===== config.mk =====
export PLATFORM = sky130hd
export DESIGN_NAME = pipe_hazard_ctrl_flat
export DESIGN_NICKNAME = d
export VERILOG_FILES = /design/src/rtl/pipe_hazard_ctrl_pkg.sv /design/src/rtl/pipe_hazard_ctrl_if.sv /design/src/rtl/pipe_hazard_ctrl_md_seq.sv /design/src/rtl/pipe_hazard_ctrl.sv /design/src/flat_wrapper.sv
export SDC_FILE = /design/constraint.sdc
export NUM_CORES = 1
export LEC_CHECK = 0
export CAP_MARGIN = 0
export CORE_ASPECT_RATIO = 1.25
export CORE_MARGIN = 5
export CORE_UTILIZATION = 43
export CTS_CLUSTER_SIZE = 25
export DETAILED_ROUTE_END_ITERATION = 8
export GPL_ROUTABILITY_DRIVEN = 1
export PLACE_DENSITY = 0.85
export SLEW_MARGIN = 20
export SYNTH_ARGS = -nofsm -noshare
export SYNTH_HDL_FRONTEND = slang
export SYNTH_SLANG_ARGS = --single-unit

===== constraint.sdc =====
create_clock -name clk -period 2.9 [get_ports clk]
set_input_delay 0.29 -clock clk [delete_from_list [all_inputs] [get_ports clk]]
set_output_delay 0.29 -clock clk [all_outputs]
set_load 0.02 [all_outputs]

===== src/rtl/pipe_hazard_ctrl_pkg.sv =====
// Shared pipeline definitions for the hazard controller: Tnew/Tuse encoding,
// mult/div latencies and the sequencer state type.
package pipe_pkg;

    typedef logic [1:0] tnew_t;

    localparam tnew_t T_0    = 2'd0;
    localparam tnew_t T_1    = 2'd1;
    localparam tnew_t T_2    = 2'd2;
    localparam tnew_t T_NONE = 2'd3;  // operand not read, so it can never stall

    localparam int unsigned MD_MULT_CYCLES = 5;
    localparam int unsigned MD_DIV_CYCLES  = 10;
    localparam int unsigned MD_CNT_W       = 4;

    typedef enum logic {
        StIdle,
        StBusy
    } md_state_e;

endpackage


===== src/rtl/pipe_hazard_ctrl_if.sv =====
// Bundle of D/E/M pipeline fields seen by the hazard controller and the
// controls it drives back into the pipeline registers and mult/div unit.
interface pipe_hazard_ctrl_if;
    import pipe_pkg::*;

    logic       Req;
    logic [4:0] D_rs;
    logic [4:0] D_rt;
    tnew_t      D_Tuse_rs;
    tnew_t      D_Tuse_rt;
    logic       D_md_use;
    logic [4:0] E_GPRA3;
    logic [4:0] M_GPRA3;
    tnew_t      E_Tnew;
    tnew_t      M_Tnew;
    logic       E_md_start;
    logic       E_md_div;

    logic       stall;
    logic       md_start;
    logic       md_busy;
    logic       md_done;

    modport master (
        output Req, D_rs, D_rt, D_Tuse_rs, D_Tuse_rt, D_md_use,
        output E_GPRA3, M_GPRA3, E_Tnew, M_Tnew, E_md_start, E_md_div,
        input  stall, md_start, md_busy, md_done
    );

    modport slave (
        input  Req, D_rs, D_rt, D_Tuse_rs, D_Tuse_rt, D_md_use,
        input  E_GPRA3, M_GPRA3, E_Tnew, M_Tnew, E_md_start, E_md_div,
        output stall, md_start, md_busy, md_done
    );

endinterface


===== src/rtl/pipe_hazard_ctrl_md_seq.sv =====
// Mult/div busy countdown: loads the operation latency on a start strobe and
// pulses md_done on the cycle the result lands in HI/LO.
module md_seq
    import pipe_pkg::*;
#(
    parameter int unsigned MULT_CYCLES = MD_MULT_CYCLES,
    parameter int unsigned DIV_CYCLES  = MD_DIV_CYCLES,
    parameter int unsigned CNT_W       = MD_CNT_W
) (
    input  logic clk,
    input  logic reset,
    input  logic md_start,
    input  logic md_div,
    output logic md_busy,
    output logic md_done
);

    md_state_e        state;
    logic [CNT_W-1:0] count;

    // A start is never refused here once committed; abort only comes from reset.
    always_ff @(posedge clk) begin
        if (reset) begin
            state   <= StIdle;
            count   <= '0;
            md_done <= 1'b0;
        end else begin
            md_done <= 1'b0;
            unique case (state)
                StIdle: begin
                    if (md_start) begin
                        count <= md_div ? CNT_W'(DIV_CYCLES) : CNT_W'(MULT_CYCLES);
                        state <= StBusy;
                    end
                end
                StBusy: begin
                    count <= count - CNT_W'(1);
                    if (count == CNT_W'(1)) begin
                        state   <= StIdle;
                        md_done <= 1'b1;
                    end
                end
            endcase
        end
    end

    assign md_busy = (state == StBusy);

endmodule


===== src/rtl/pipe_hazard_ctrl.sv =====
// Central hazard controller: Tuse/Tnew register stalls, HI/LO user stalls and
// mult/div start sequencing, with exception flush taking priority.
module pipe_hazard_ctrl
    import pipe_pkg::*;
#(
    parameter int unsigned MULT_CYCLES = MD_MULT_CYCLES,
    parameter int unsigned DIV_CYCLES  = MD_DIV_CYCLES,
    parameter int unsigned CNT_W       = MD_CNT_W
) (
    input logic               clk,
    input logic               reset,
    pipe_hazard_ctrl_if.slave hz
);

    logic rs_hazard;
    logic rt_hazard;
    logic md_hazard;
    logic md_start;
    logic md_busy;
    logic md_done;

    // The E-stage writer is the youngest producer, so its Tnew decides alone.
    always_comb begin
        rs_hazard = 1'b0;
        if (hz.D_rs != 5'd0) begin
            if (hz.D_rs == hz.E_GPRA3) begin
                rs_hazard = (hz.E_Tnew > hz.D_Tuse_rs);
            end else if (hz.D_rs == hz.M_GPRA3) begin
                rs_hazard = (hz.M_Tnew > hz.D_Tuse_rs);
            end
        end
    end

    always_comb begin
        rt_hazard = 1'b0;
        if (hz.D_rt != 5'd0) begin
            if (hz.D_rt == hz.E_GPRA3) begin
                rt_hazard = (hz.E_Tnew > hz.D_Tuse_rt);
            end else if (hz.D_rt == hz.M_GPRA3) begin
                rt_hazard = (hz.M_Tnew > hz.D_Tuse_rt);
            end
        end
    end

    assign md_hazard = hz.D_md_use & (md_busy | hz.E_md_start);
    assign md_start  = hz.E_md_start & ~md_busy & ~hz.Req;

    assign hz.stall    = ~hz.Req & (rs_hazard | rt_hazard | md_hazard);
    assign hz.md_start = md_start;
    assign hz.md_busy  = md_busy;
    assign hz.md_done  = md_done;

    md_seq #(
        .MULT_CYCLES (MULT_CYCLES),
        .DIV_CYCLES  (DIV_CYCLES),
        .CNT_W       (CNT_W)
    ) u_md_seq (
        .clk      (clk),
        .reset    (reset),
        .md_start (md_start),
        .md_div   (hz.E_md_div),
        .md_busy  (md_busy),
        .md_done  (md_done)
    );

endmodule

===== src/flat_wrapper.sv =====
// flat-port wrapper written by rule: the top's interface ports become plain ports
module pipe_hazard_ctrl_flat import pipe_pkg::*;
#(
    parameter int unsigned MULT_CYCLES = MD_MULT_CYCLES,
    parameter int unsigned DIV_CYCLES  = MD_DIV_CYCLES,
    parameter int unsigned CNT_W       = MD_CNT_W
)
  (clk, reset, hz_Req, hz_D_rs, hz_D_rt, hz_D_Tuse_rs, hz_D_Tuse_rt, hz_D_md_use, hz_E_GPRA3, hz_M_GPRA3, hz_E_Tnew, hz_M_Tnew, hz_E_md_start, hz_E_md_div, hz_stall, hz_md_start, hz_md_busy, hz_md_done);
  pipe_hazard_ctrl_if hz_i ();
  input logic clk;
  input logic reset;
  input wire logic [$bits(hz_i.Req)-1:0] hz_Req;
  input wire logic [$bits(hz_i.D_rs)-1:0] hz_D_rs;
  input wire logic [$bits(hz_i.D_rt)-1:0] hz_D_rt;
  input wire logic [$bits(hz_i.D_Tuse_rs)-1:0] hz_D_Tuse_rs;
  input wire logic [$bits(hz_i.D_Tuse_rt)-1:0] hz_D_Tuse_rt;
  input wire logic [$bits(hz_i.D_md_use)-1:0] hz_D_md_use;
  input wire logic [$bits(hz_i.E_GPRA3)-1:0] hz_E_GPRA3;
  input wire logic [$bits(hz_i.M_GPRA3)-1:0] hz_M_GPRA3;
  input wire logic [$bits(hz_i.E_Tnew)-1:0] hz_E_Tnew;
  input wire logic [$bits(hz_i.M_Tnew)-1:0] hz_M_Tnew;
  input wire logic [$bits(hz_i.E_md_start)-1:0] hz_E_md_start;
  input wire logic [$bits(hz_i.E_md_div)-1:0] hz_E_md_div;
  output wire logic [$bits(hz_i.stall)-1:0] hz_stall;
  output wire logic [$bits(hz_i.md_start)-1:0] hz_md_start;
  output wire logic [$bits(hz_i.md_busy)-1:0] hz_md_busy;
  output wire logic [$bits(hz_i.md_done)-1:0] hz_md_done;
  assign hz_i.Req = hz_Req;
  assign hz_i.D_rs = hz_D_rs;
  assign hz_i.D_rt = hz_D_rt;
  assign hz_i.D_Tuse_rs = hz_D_Tuse_rs;
  assign hz_i.D_Tuse_rt = hz_D_Tuse_rt;
  assign hz_i.D_md_use = hz_D_md_use;
  assign hz_i.E_GPRA3 = hz_E_GPRA3;
  assign hz_i.M_GPRA3 = hz_M_GPRA3;
  assign hz_i.E_Tnew = hz_E_Tnew;
  assign hz_i.M_Tnew = hz_M_Tnew;
  assign hz_i.E_md_start = hz_E_md_start;
  assign hz_i.E_md_div = hz_E_md_div;
  assign hz_stall = hz_i.stall;
  assign hz_md_start = hz_i.md_start;
  assign hz_md_busy = hz_i.md_busy;
  assign hz_md_done = hz_i.md_done;
  pipe_hazard_ctrl #(.MULT_CYCLES(MULT_CYCLES), .DIV_CYCLES(DIV_CYCLES), .CNT_W(CNT_W)) u_core (.clk(clk), .reset(reset), .hz(hz_i));
endmodule

==> metrics.txt <==
commonest non-fill, non-tap cell in the layout clkdlybuf4s50_1; final setup vio count 0; GPL Wtd Cong 0.836; crit share post-route 0.840; final layout net count 184; Post-synth EDFFs 0; Post-synth top flop dfxtp_1; mapped cell area 763 um2; critical path capture point type primary output; Max Fclk 410 MHz; Req. time, crit path approximately 2600 ps; final number of hold-violating endpoints 0; cell count after placement ~150; Die ar. ~2700 um2; I/O pin cnt 38; Pleak 0.476 nW; root buf cell clkbuf_4; Critical Path Start hz_D_Tuse_rt[1]; worst slew pin tran 400 ps; mux contribution to synthesized area 0.0295; syn_nets 143; largest family of logic cells by synthesized area XOR/XNOR gates; Pwr Total 0.324 mW; row count 17; Yosys cell types 26; status finished clean; Placed Area 1150 um2; CTS tree built; post-synthesis xor/xnor area fraction 0.230; ant diodes 0; ys async rst share 0; RSZ-0062 raised after global routing false; postcts setup bufs 0; Area Growth Syn to Fin 54.4%; Synth Area in Adders 0.164; pre-CTS setup slack around 60 ps; GR Overflow Total 0; Max VDD drop 0.182 mV; 1st-pass router iterations 4; routed vias/inst slightly above 5; worst hold slack 478 ps; Sinks on Clock Net 6; Critical Path Start Type input port; Synth Warn # 0; Reg2Reg Launch Point u_core.u_md_seq.md_busy; htree depth 1; drt wl/cell ~13 um; Mean Syn Cell Area between 7 and 8 um2; Starting Density 0.443; cell area after layout between 1000 and 1500 um2; shortest period the worst path allows roughly 2400 ps; Port Buf Inserts 37; clk_skew 0.373 ps; Max FO, Critical Path 2; routed vias 809; highest-count cells in the layout ignoring fill and taps 36 x clkdlybuf4s50_1, 12 x xnor2_1, 11 x inv_1, 10 x a21oi_1, 10 x ha_1; Mapped Cells 99; worst hold path class reg2reg; Synth Area in Compound Gates 0.143; Die Wd 47.7 um; CP arrival 2150 ps; largest net degree at the start of global routing 15; initial antenna violation count 0; Pins Over Slew Limit 0; power density over the cells 275 nW/um2; final wirelength 2.06 mm; vias in the first global route 903; Final Core Density 0.684; fin cells roughly 160; Initial DRC Count 12; Setup WS post-layout 463 ps; Synth Area in Simple Gates 0.218; CTS clock-pin slew for the worst setup and hold paths 50 ps; register area share after synthesis 0.157; slew margin rel. 0.733; CTS Buffer Depth 2; max-cap check violation count 0; die height 57.1 um; share of cells above drive strength 1 0.0507; Routed Antenna Nets 0; setup TNS 0 ps; CTS buffer count 3; Setup CP Type in2out; Worst-Skew Late Latency 240 ps; global-route wire length before repair roughly 3.4 mm; DR DRC count 0; hold path start u_core.u_md_seq.count[3]; hpwl dp 1.82 mm; fill count 156; #FFs+latches synth 6; Core ar. roughly 1700 um2; GRT Overall Usage 0.167
-- cell families after synthesis --
family                   count (synthesis)
AO/OA/AOI/OAI                           20
adder cells (fa/ha/maj)                 10
AND/OR/NAND/NOR                         29
buffers and inverters                   12
flip-flops                               6
XOR/XNOR                                20
multiplexers                             2
-- layer usage --
layer | track usage | vias to the layer above | wire, um
met4 | 0.0577 | 0 | 10
met3 | 0.0410 | 2 | 121
met2 | 0.295 | 30 | 1130
li1 | - | 425 | -
met5 | 0 | - | 0
met1 | 0.181 | 352 | 803
-- cell type report --
| type | instances | area (um2) | share of cell area |
|---|---|---|---|
| Clock buffer | 3 | 22.5 | 0.0191 |
| Tap cell | 19 | 23.8 | 0.0202 |
| Inverter | 11 | 41.3 | 0.0350 |
| Timing Repair Buffer | 37 | 373 | 0.316 |
| Multi-Input combinational cell | 81 | 598 | 0.507 |
| Sequential cell | 6 | 120 | 0.102 |
-- path summary, 6_finish.rpt --
path / endpoint / slack, ps / cells past startpoint
setup reg to reg: u_core.u_md_seq.md_done / 1640 / 2
setup / recovery: hz_stall / 460 / 10
hold / removal: u_core.u_md_seq.md_done / 480 / 1
hold reg to reg: u_core.u_md_seq.md_done / 480 / 1
-- synthesized netlist by cell type, drive strengths merged, types with 2 or more instances --
master	count	area (um2)
a21oi	10	50.1
a31oi	2	12.5
dfxtp	6	120
ha	10	125
inv	11	41.3
mux2	2	22.5
nand2	3	11.3
nand3	2	10.0
nand4	2	12.5
nor2	6	22.5
nor2b	4	25.0
nor3	6	40.0
nor4	2	12.5
o21ai	6	30.0
or4	2	16.3
xnor2	12	105
xor2	8	70.1
-- what timing repair did --
item / 4_1_cts / 5_1_grt
resized for setup: 0 / 1
hold buffers: 0 / 0
endpoints found under the setup margin: 0 / 1
-- state kept, by name, indices dropped and copies added, names as in the netlist --
register                 count
u_core.u_md_seq.md_busy      1
u_core.u_md_seq.count        4
u_core.u_md_seq.md_done      1
-- worst max-delay path, stage by stage --
cell and delay (ps):
clkdlybuf4s50_1 460, inv_1 50, ha_1 290, nand2_1 80
nand4_1 100, nor4_1 260, mux2_2 180, o21ai_1 60
a31oi_1 130, dlymetal6s2s_1 240
-- report_power, final --
part | internal [mW] | leakage, nW | total [mW] | switching [mW]
Sequential | 0.0894 | 0.0494 | 0.0969 | 0.00752
Clock | 0.0469 | 0.0138 | 0.0776 | 0.0307
Combinational | 0.0854 | 0.413 | 0.150 | 0.0642
Power figures use the tool's default switching activity.
